===== config.mk =====
export PLATFORM = sky130hd
export DESIGN_NAME = alu_arbiter
export DESIGN_NICKNAME = d
export VERILOG_FILES = /design/src/rtl/alu_arbiter_pkg.sv /design/src/rtl/alu_arbiter_rr_arb2.sv /design/src/rtl/alu_arbiter.sv
export SDC_FILE = /design/constraint.sdc
export NUM_CORES = 1
export LEC_CHECK = 0
export ABC_AREA = 1
export BUFFER_PORTS_ARGS = -buffer_cell sky130_fd_sc_hd__buf_2
export CAP_MARGIN = 0
export CORE_MARGIN = 5
export CORE_UTILIZATION = 52
export CTS_BUF_LIST = sky130_fd_sc_hd__clkbuf_4 sky130_fd_sc_hd__clkbuf_8
export DETAILED_ROUTE_END_ITERATION = 10
export PLACE_DENSITY = 0.86
export RECOVER_POWER = 100
export SYNTH_ARGS = -nofsm -noshare
export SYNTH_HDL_FRONTEND = slang
export SYNTH_SLANG_ARGS = --single-unit

===== constraint.sdc =====
create_clock -name CLK -period 2.2 [get_ports CLK]
set_input_delay 0.44 -clock CLK [delete_from_list [all_inputs] [get_ports CLK]]
set_output_delay 0.44 -clock CLK [all_outputs]
set_load 0.05 [all_outputs]

===== src/rtl/alu_arbiter_pkg.sv =====
// Shared ALU opcode and arbiter state encodings, plus the settle-count helper.
package alu_arbiter_pkg;

  localparam logic [2:0] OP_FORWARD = 3'b000;
  localparam logic [2:0] OP_ADD     = 3'b001;
  localparam logic [2:0] OP_AND     = 3'b010;
  localparam logic [2:0] OP_OR      = 3'b011;
  localparam logic [2:0] OP_MULT    = 3'b100;
  localparam logic [2:0] OP_SL      = 3'b101;
  localparam logic [2:0] OP_SRA     = 3'b110;
  localparam logic [2:0] OP_ROR     = 3'b111;

  localparam logic [1:0] S_IDLE = 2'd0;
  localparam logic [1:0] S_BUSY = 2'd1;
  localparam logic [1:0] S_DONE = 2'd2;

  // Counter preload is W-1; a zero wait is promoted to one, and W saturates at the 4-bit range.
  function automatic logic [3:0] wait_load(input logic [2:0] op, input int unsigned basic,
                                           input int unsigned mult, input int unsigned shift);
    int unsigned w;
    if (op <= OP_OR) begin
      w = basic;
    end else if (op == OP_MULT) begin
      w = mult;
    end else begin
      w = shift;
    end
    if (w == 0) w = 1;
    if (w > 15) w = 15;
    return 4'(w - 1);
  endfunction

endpackage


===== src/rtl/alu_arbiter_rr_arb2.sv =====
// Two-way round-robin arbiter: on a tie the requester not served last wins.
module rr_arb2
  import alu_arbiter_pkg::*;
(
  input  logic       req0,
  input  logic       req1,
  input  logic       last_served,
  output logic [1:0] grant
);

  always_comb begin
    grant = 2'b00;
    if (req0 && req1) begin
      grant = last_served ? 2'b01 : 2'b10;
    end else if (req0) begin
      grant = 2'b01;
    end else if (req1) begin
      grant = 2'b10;
    end
  end

endmodule


===== src/rtl/alu_arbiter.sv =====
// Shares one ALU between two requesters: arbitrate, register operands, wait for
// the opcode-dependent settle time, capture the result and pulse DONE to the winner.
module alu_arbiter
  import alu_arbiter_pkg::*;
#(
  parameter int unsigned BASIC_WAIT = 1,
  parameter int unsigned MULT_WAIT  = 2,
  parameter int unsigned SHIFT_WAIT = 2
) (
  input  logic       CLK,
  input  logic       RESET,
  input  logic       REQ0,
  input  logic [2:0] OP0,
  input  logic [7:0] A0,
  input  logic [7:0] B0,
  input  logic       REQ1,
  input  logic [2:0] OP1,
  input  logic [7:0] A1,
  input  logic [7:0] B1,
  output logic       DONE0,
  output logic       DONE1,
  output logic [7:0] RESULT_OUT,
  output logic       ZERO_OUT,
  output logic       BUSY,
  output logic [7:0] ALU_DATA1,
  output logic [7:0] ALU_DATA2,
  output logic [2:0] ALU_SELECT,
  input  logic [7:0] ALU_RESULT,
  input  logic       ALU_ZERO
);

  logic [1:0] state;
  logic [3:0] cnt;
  logic       served;
  logic       last_served;
  logic [1:0] grant;
  logic [2:0] op_sel;

  rr_arb2 u_rr_arb2 (
    .req0        (REQ0),
    .req1        (REQ1),
    .last_served (last_served),
    .grant       (grant)
  );

  assign op_sel = grant[1] ? OP1 : OP0;
  assign BUSY   = (state != S_IDLE);

  always_ff @(posedge CLK or posedge RESET) begin
    if (RESET) begin
      state       <= S_IDLE;
      cnt         <= 4'd0;
      served      <= 1'b0;
      last_served <= 1'b1; // requester 0 wins the first tie
      ALU_DATA1   <= 8'd0;
      ALU_DATA2   <= 8'd0;
      ALU_SELECT  <= OP_FORWARD;
      RESULT_OUT  <= 8'd0;
      ZERO_OUT    <= 1'b0;
      DONE0       <= 1'b0;
      DONE1       <= 1'b0;
    end else begin
      unique case (state)
        S_IDLE: begin
          if (grant != 2'b00) begin
            served     <= grant[1];
            ALU_DATA1  <= grant[1] ? A1 : A0;
            ALU_DATA2  <= grant[1] ? B1 : B0;
            ALU_SELECT <= op_sel;
            cnt        <= wait_load(op_sel, BASIC_WAIT, MULT_WAIT, SHIFT_WAIT);
            state      <= S_BUSY;
          end
        end
        S_BUSY: begin
          if (cnt != 4'd0) begin
            cnt <= cnt - 4'd1;
          end else begin
            RESULT_OUT <= ALU_RESULT;
            ZERO_OUT   <= ALU_ZERO;
            DONE0      <= ~served;
            DONE1      <= served;
            state      <= S_DONE;
          end
        end
        S_DONE: begin
          DONE0       <= 1'b0;
          DONE1       <= 1'b0;
          last_served <= served;
          state       <= S_IDLE;
        end
        default: state <= S_IDLE;
      endcase
    end
  end

endmodule


-- Yosys cells after proc, flatten, opt, wreduce, memory -nomap -nowiden
Cells that the tools add are included.
- bits in registers: 38
- $add $sub $neg: 2
- magnitude comparators: 2
- eq/ne operators: 5
- mux-type cells: 26
- bitwise logic cells: 2
- reductions and logical operators: 13
- operator list (cell ; number):
    $mux 32 ; 5
    $gt 32x4->1 const B ; 1
    $logic_not 32->1 ; 1
    $mux 4 ; 5
    $mux 8 ; 2
    $mux 2 ; 7
    $pmux 4 s2 ; 1
    $reduce_and 2->1 ; 4
    $reduce_bool 2->1 ; 4
    $sub 4x1->4 const B ; 2
    $ne 2x2->1 const B ; 3
    $pmux 1 s2 ; 2
    $pmux 2 s2 ; 1
    $reduce_bool 4->1 ; 1
    $le 3x2->1 const B ; 1
    $mux 3 ; 1
    $reduce_and 3->1 ; 1
    $eq 2x1->1 const B ; 1
    $eq 2x2->1 const B ; 1
    $logic_not 2->1 ; 1
    $mux 1 ; 2
    $not 1->1 ; 2
    $logic_and 1x1->1 ; 1

-- Logic depth before layout (Yosys ltp)
Gate-level depths: netlist of the first run.
- depth after elaboration: 19
- depth in mapped cells: 12
- depth with buffers taken out: 12

-- Cells and area by module
From an unflattened synthesis of the first run, not the netlist that was laid out.
- cells, all modules: 248
- area, all modules: 1854.3 um^2
- by module, submodules not included (module ; instances ; cells an instance ; area each (um^2) ; seq. area each (um^2)):
    alu_arbiter ; 1 ; 243 ; 1833.0 ; 952.2
    rr_arb2 ; 1 ; 5 ; 21.3 ; 0.0

-- Least setup slack after synthesis of the first run
No wires, ideal clock.
- kind: register to register
- start: reg last_served
- end: reg cnt[2]
- library setup time: 0.083 ns
- arrival time: 1.422 ns
- required time: 2.117 ns
- setup slack: 0.695 ns
- cell stages (with the launch flop): 13
- buffers on the path: 1
- clock period less this slack: 1.505 ns
- cell sequence: dfstp_2 nand2_2 buf_6 nand3_1 nand3_1 nand2_1 inv_1 ha_1 inv_1 nand3_1 nand2_1 nand2_1 o21ai_0
- word-level cells in the longest chain between the ends: 18
- elaborated cells on any way between the ends: 21
- RTL lines (element ; line ; text):
    start, declared ; alu_arbiter.sv:35 ; logic last_served;
    start signal, assigned ; alu_arbiter.sv:88 ; last_served <= served;
    $mux 2 (*) ; alu_arbiter_rr_arb2.sv:14 ; grant = last_served ? 2'b01 : 2'b10;
    $mux 2 (*) ; alu_arbiter_rr_arb2.sv:13 ; if (req0 && req1) begin
    $mux 3 ; alu_arbiter.sv:46 ; assign op_sel = grant[1] ? OP1 : OP0;
    $le 3x2->1 ; alu_arbiter_pkg.sv:21 ; if (op <= OP_OR) begin
    $mux 2 ; alu_arbiter_pkg.sv:21 ;
    $mux 32 ; alu_arbiter.sv:65 ; if (grant != 2'b00) begin
    $mux 32 ; alu_arbiter.sv:63 ; unique case (state)
    $logic_not 32->1 ; alu_arbiter_pkg.sv:28 ; if (w == 0) w = 1;
    (+2 left out) ; -- ;
    $mux 32 ; alu_arbiter.sv:63 ;
    $gt 32x4->1 ; alu_arbiter_pkg.sv:29 ; if (w > 15) w = 15;
    $mux 4 ; alu_arbiter_pkg.sv:29 ;
    $mux 4 ; alu_arbiter.sv:65 ;
    $mux 4 ; alu_arbiter.sv:63 ;
    $sub 4x1->4 ; alu_arbiter_pkg.sv:30 ; return 4'(w - 1);
    $mux 4 ; alu_arbiter.sv:65 ;
    $pmux 4 s2 ; alu_arbiter.sv:63 ;
    end signal, assigned ; alu_arbiter.sv:70 ; cnt <= wait_load(op_sel, BASIC_WAIT, MULT_WAIT, SHIFT_WAIT);
    end signal, assigned ; alu_arbiter.sv:76 ; cnt <= cnt - 4'd1;
    end, declared ; alu_arbiter.sv:33 ; logic [3:0] cnt;
Every way passes the cells marked *; elsewhere a longest branch is shown, timed or not. The select of a mux whose other input is x is not followed.
A chain may end at the register's enable or synchronous reset.

-- Worst setup path after layout of the first run
- start: reg state[1]
- end: out BUSY
- word-level cells in the longest chain between the ends: 1
- RTL lines (element ; line ; text):
    start, declared ; alu_arbiter.sv:32 ; logic [1:0] state;
    start signal, assigned ; alu_arbiter.sv:51 ; state <= S_IDLE;
    start signal, assigned ; alu_arbiter.sv:71 ; state <= S_BUSY;
    start signal, assigned ; alu_arbiter.sv:82 ; state <= S_DONE;
    $reduce_bool 2->1 ; alu_arbiter.sv:47 ; assign BUSY = (state != S_IDLE);
    end, declared ; alu_arbiter.sv:24 ; output logic BUSY,
Every way passes these cells.

==> impl_metrics.env, run 1 <==
export IMPL_status="complete, no violations"
export IMPL_drv_cap=0
export IMPL_fmax_ghz=0.5232
export IMPL_antenna_found_initial=0
export IMPL_cts_resized=0
export IMPL_holdBufCountCts=0
export IMPL_drt_total_wl_mm=4.089
export IMPL_fin_setup_tns_ns=0
export IMPL_grtUsageMet2_pct=31.90
export IMPL_drive_gt1_share_pct=23.29
export IMPL_gp_congestion=0.8093
export IMPL_crit_start="state[1]"
export IMPL_ys_ff_latch=38
export IMPL_peakVddDrop_uv=919.0
export IMPL_grt_pass1_vias=1491
export IMPL_synth_area_um2=1803
export IMPL_numCtsBuffers=5
export IMPL_final_common_cell="nand2_1"
export IMPL_grt_ovfl_total=0
export IMPL_cp_top_family="buffers and inverters"
export IMPL_fin_crit_ns=1.911
export IMPL_r2r_cells=11
export IMPL_cts_setup_buffers=0
export IMPL_fin_ws_ns=0.2886
export IMPL_path_depth=3
export IMPL_p_per_area_nw_per_um2=1787
export IMPL_layout_common_cells="nand2_1 (67), buf_2 (50), dfrtp_1 (37), clkbuf_1 (31), nand3_1 (25)"
export IMPL_fp_dieW_um=68.89
export IMPL_worstSetupPathType="flip-flop to output port"
export IMPL_postRouteAntennaNets=0
export IMPL_synth_cell_types=24
export IMPL_n_antenna_cell=0
export IMPL_grt_max_degree=39
export IMPL_num_rows=21
export IMPL_vias_per_cell=4.908
export IMPL_met3_usage_pct=4.376
export IMPL_syn2layout_area_growth_pct=23.25
export IMPL_synth_avg_cell_area_um2=8.586
export IMPL_r2r_start="last_served"
export IMPL_worst_pin_slew_ns=0.8850
export IMPL_r2r_slack_ns=0.42
export IMPL_cts_tree="built"
export IMPL_start_util_pct=54.03
export IMPL_crit_chain="inv_1, nand2_2, clkbuf_1"
export IMPL_max_slew_margin_pct=41.00
export IMPL_finalHoldViolCount=0
export IMPL_grt_pass1_wl_mm=6.341
export IMPL_finalSetupViolations=0
export IMPL_slew_violations=0
export IMPL_met1_usage_pct=21.75
export IMPL_clk_latency_ns=0.33
export IMPL_hold_path_class="input port to flip-flop"
export IMPL_finClkSkew_ns=0.005004
export IMPL_htreeDepth=2
export IMPL_core_area_um2=3337
export IMPL_path_buf_inv=2
export IMPL_drt_wirelength_per_cell_um=12.10
export IMPL_slowest_delay_ns=0.50
export IMPL_synth_seq_area_share_pct=52.81
export IMPL_route_detailed_drc=0
export IMPL_vias=1659
export IMPL_critPathSlowestCell="clkbuf_1"
export IMPL_drt_iter0_drc=151
export IMPL_crit_arrival_ns=1.47
export IMPL_track_usage_pct=17.94
export IMPL_die_area_um2=4745
export IMPL_start_kind="flip-flop"
export IMPL_grt_setup_unrepaired="false"
export IMPL_cts_sinks=38
export IMPL_clkTransAtPathRegs_ns=0.11
export IMPL_grt_busiest_layer="met2"
export IMPL_clk_path_buf_depth=2
export IMPL_pre_cts_ws_ns=0.3854
export IMPL_ioPinCount=82
export IMPL_die_h_um=68.89
export IMPL_worstPathRequired_ns=1.76
export IMPL_syn_inst=210
export IMPL_io_buffers=81
export IMPL_nNetsFinal=343
export IMPL_cp_max_fo=4
export IMPL_p_leak_nw=1.127
export IMPL_cp_end_kind="output port"
export IMPL_fin_crit_sh_pct=86.88
export IMPL_yosysWarnings=0
export IMPL_synth_nets=262
export IMPL_dr_pass1_iters=5
export IMPL_rr_endpoint="cnt[2]"
export IMPL_dp_hpwl_mm=3.100
export IMPL_root_buffer="clkbuf_4"
export IMPL_endpoint="BUSY"
-- registers in the layout (all words and copies together) (netlist names) --
signal	flops
last_served	1
ALU_DATA2	8
DONE1	1
ALU_DATA1	8
ZERO_OUT	1
cnt	4
DONE0	1
served	1
state	2
ALU_SELECT	3
RESULT_OUT	8
-- per-layer routing --
metal | vias up | routed length, um
met4 | 0 | 14
li1 | 847 | -
met1 | 746 | 1774
met5 | - | 0
met3 | 2 | 402
met2 | 64 | 1897
-- worst min path at each step --
| stage | slack, ns | cells after the start | from | endpoint |
|---|---|---|---|---|
| finish | 0.29 | 3 | ALU_RESULT[2] | RESULT_OUT[2] |
| global route | 0.27 | 3 | ALU_RESULT[2] | RESULT_OUT[2] |
| CTS | 0.19 | 3 | RESET | RESULT_OUT[3] |
| detailed placement | 0.46 | 2 | RESULT_OUT[1] | RESULT_OUT[1] |
| global placement | 0.46 | 2 | RESULT_OUT[4] | RESULT_OUT[4] |
| floorplan | 0.45 | 2 | served | served |
-- synth_stat cells (all sizes together) --
library cell  number  area share, %
nand2             69             15
o21ai              9            2.7
inv               13            2.7
buf               10            5.1
clkinv             1           0.21
dfstp              1            1.5
and2               1           0.35
dfrtp             37             51
a31oi             18            6.6
nor2              24            6.5
nand4              1           0.35
nand3             25            7.2
ha                 1           0.69
-- stage by stage --
stage	power [mW]	utilization, %	instances	hold WS [ns]	instance area [um^2]
floorplan	3.159	-	210	0.4530	1803
global placement	3.583	65.80	330	0.4609	2196
detailed placement	3.642	65.80	330	0.4607	2196
CTS	4.098	68.13	338	0.1949	2273
global route	4.276	66.59	338	0.2735	2222
finish	3.971	66.59	338	0.2888	2222
-- power by group --
group | internal, mW | switching (mW)
clock | 0.235 | 0.221
combinational | 0.497 | 1.78
sequential | 1.04 | 0.193
total | 1.78 | 2.19
-- tightest hold or removal path, cell delays in order --
cell and delay (ns):
buf_2 0.07, nand2_1 0.04, nand2_1 0.04
-- layout make-up --
class	count	area, um^2
multi-input combinational	148	698.2
clock buffer	5	37.54
sequential	38	952.2
fill	310	1115
clock inverter	3	40.04
timing repair buffer	84	384.1
tap	46	57.56
inverter	14	52.55
-- logic make-up (layout without fill, tap and decap cells) --
logic type	count (synthesis)	in the layout	synth area share [%]
simple gates	120	120	29.15
buf+inv	24	106	8.049
compound gates	27	27	9.299
flops	38	38	52.81
fa+ha+maj	1	1	0.6939
(Power assumes the default switching activity.)
==> run 2: changes to the inputs <==
CORE_UTILIZATION = 44   (was 52)
PLACE_DENSITY = 0.78   (was 0.86)
clock period = 1.6 ns   (was 2.2 ns; I/O delays follow)
==> run 2 against run 1 <==
Against the previous run:
- power rose by 43%
- sequential power rose by 38%
- non-clock buffer count rose by 6
- clock power rose by 34%
- die area rose by 15%
- worst hold slack got worse by 0.059 ns
- utilization fell by 8.1 points
- clock skew fell by 0.00064 ns
- critical path type unchanged
- largest cell class unchanged
- highest routed layer unchanged
==> impl_metrics.env, run 2 (synthesis results as in run 1) <==
export IMPL_status="complete, no violations"
export IMPL_grt_pass1_wl_mm=6.962
export IMPL_antenna_found_initial=0
export IMPL_vias=1672
export IMPL_fin_crit_ns=1.521
export IMPL_n_antenna_cell=0
export IMPL_clk_latency_ns=0.28
export IMPL_fp_dieW_um=74.02
export IMPL_fin_util_pct=58.46
export IMPL_drt_iter0_drc=62
export IMPL_dr_pass1_iters=4
export IMPL_track_usage_pct=16.37
export IMPL_worstPathRequired_ns=1.28
export IMPL_grt_pass1_vias=1597
export IMPL_p_switching_mw=3.044
export IMPL_core_area_um2=4000
export IMPL_finalPower_mw=5.695
export IMPL_top_regs="ALU_DATA1 (8), ALU_DATA2 (8), RESULT_OUT (8)"
export IMPL_clkTransAtPathRegs_ns=0.06
export IMPL_worst_pin_slew_ns=1.210
export IMPL_r2r_start="last_served"
export IMPL_hp_start="ALU_RESULT[3]"
export IMPL_finClkSkew_ns=0.004366
export IMPL_cts_sinks=38
export IMPL_cp_end_kind="output port"
export IMPL_vias_per_cell=4.832
export IMPL_clockPowerShare_pct=10.8
export IMPL_crit_arrival_ns=1.20
export IMPL_die_area_um2=5478
export IMPL_num_rows=23
export IMPL_numCtsBuffers=5
export IMPL_p_per_area_nw_per_um2=2435
export IMPL_hold_path_class="input port to flip-flop"
export IMPL_peakVddDrop_uv=1275
export IMPL_crit_start="state[1]"
export IMPL_design_area_um2=2338
export IMPL_place_area_um2=2231
export IMPL_seq_power_share_pct=30.1
export IMPL_p_leak_nw=1.243
export IMPL_htreeDepth=2
export IMPL_syn2layout_area_growth_pct=29.70
export IMPL_critPathSlowestCell="dfrtp_1"
export IMPL_die_h_um=74.02
export IMPL_comb_power_share_pct=59.2
export IMPL_io_buffers=81
export IMPL_start_util_pct=45.07
export IMPL_final_common_cell="buf_2"
export IMPL_grt_ovfl_total=0
export IMPL_finalHoldViolCount=0
export IMPL_fin_crit_sh_pct=95.05
export IMPL_hold_worst_slack_ns=0.2297
export IMPL_fin_ws_ns=0.07915
export IMPL_dp_hpwl_mm=3.227
export IMPL_clk_path_buf_depth=2
export IMPL_start_kind="flip-flop"
export IMPL_finalSetupViolations=0
export IMPL_root_buffer="clkbuf_8"
export IMPL_fmax_ghz=0.6575
export IMPL_route_detailed_drc=0
export IMPL_cts_tree="built"
export IMPL_drt_total_wl_mm=4.278
export IMPL_crit_chain="inv_1, nand2_2, clkbuf_4"
export IMPL_slowest_delay_ns=0.44
export IMPL_drv_cap=0
export IMPL_max_slew_margin_pct=19.34
export IMPL_internal_power_mw=2.651
export IMPL_nNetsFinal=349
export IMPL_grt_max_degree=37
export IMPL_postRouteAntennaNets=0
export IMPL_ioPinCount=82
export IMPL_stdcell_count=346
export IMPL_worstSetupPathType="flip-flop to output port"
export IMPL_cp_max_fo=4
export IMPL_placedCellCount=338
export IMPL_slew_violations=0
export IMPL_fin_setup_tns_ns=0
export IMPL_gp_congestion=0.7328
export IMPL_drive_gt1_share_pct=36.15
export IMPL_pre_cts_ws_ns=0.04831
export IMPL_layout_common_cells="buf_2 (80), nand2_1 (66), dfrtp_1 (37), nand3_1 (22), nor2_1 (21)"
export IMPL_drt_wirelength_per_cell_um=12.36
export IMPL_switching_share_pct=53.45
-- run 2: cell types whose count changed in the layout (fill, tap and decap cells not counted), moves of 4 or more --
cell / before / now
clkbuf_8: 0 / 6
clkbuf_4: 5 / 1
buf_4: 1 / 7
clkbuf_1: 31 / 2
buf_2: 50 / 80
-- run 2: worst paths after layout --
check / to / slack (ns) / cells after the start
max: BUSY / 0.08 / 3
min: RESULT_OUT[3] / 0.23 / 3
max reg2reg: cnt[2] / 0.12 / 11
min reg2reg: RESULT_OUT[1] / 0.47 / 2
max in group asynchronous: cnt[1] / 0.44 / 3
min in group asynchronous: ALU_SELECT[0] / 0.26 / 3
-- run 2: cell type report --
| class | count | area [um^2] |
|---|---|---|
| sequential | 38 | 952.2 |
| timing repair buffer | 90 | 467.9 |
| inverter | 14 | 52.55 |
| multi-input combinational | 148 | 720.7 |
| fill | 379 | 1662 |
| clock buffer | 6 | 82.58 |
| tap | 50 | 62.56 |
-- run 2: power by group through the flow --
stage | sequential [mW] | combinational (mW) | clock, mW
detailed placement | 1.71 | 3.34 | 0
floorplan | 3.01 | 1.33 | 0
global placement | 1.71 | 3.28 | 0
finish | 1.71 | 3.37 | 0.613
CTS | 1.71 | 3.34 | 0.652
global route | 1.77 | 3.68 | 0.684
-- run 2: worst max-delay path, delay by kind of cell (launching register included) --
kind / cells / cell delay, ns
buf+inv: 2 / 0.35
flops: 1 / 0.44
simple gates: 1 / 0.15
-- run 2: timing repair --
action / in CTS / in global routing
gates resized for setup: 0 / 5
setup buffers: 0 / 2
setup endpoints to repair: 0 / 3
hold buffers: 0 / 0
-- run 2: per-layer routing --
layer  GRT usage [%]  share of wire (%)
met4           3.622               0.79
met1           19.81                 40
met5               0                  0
met3           5.135                8.8
met2           28.64                 50
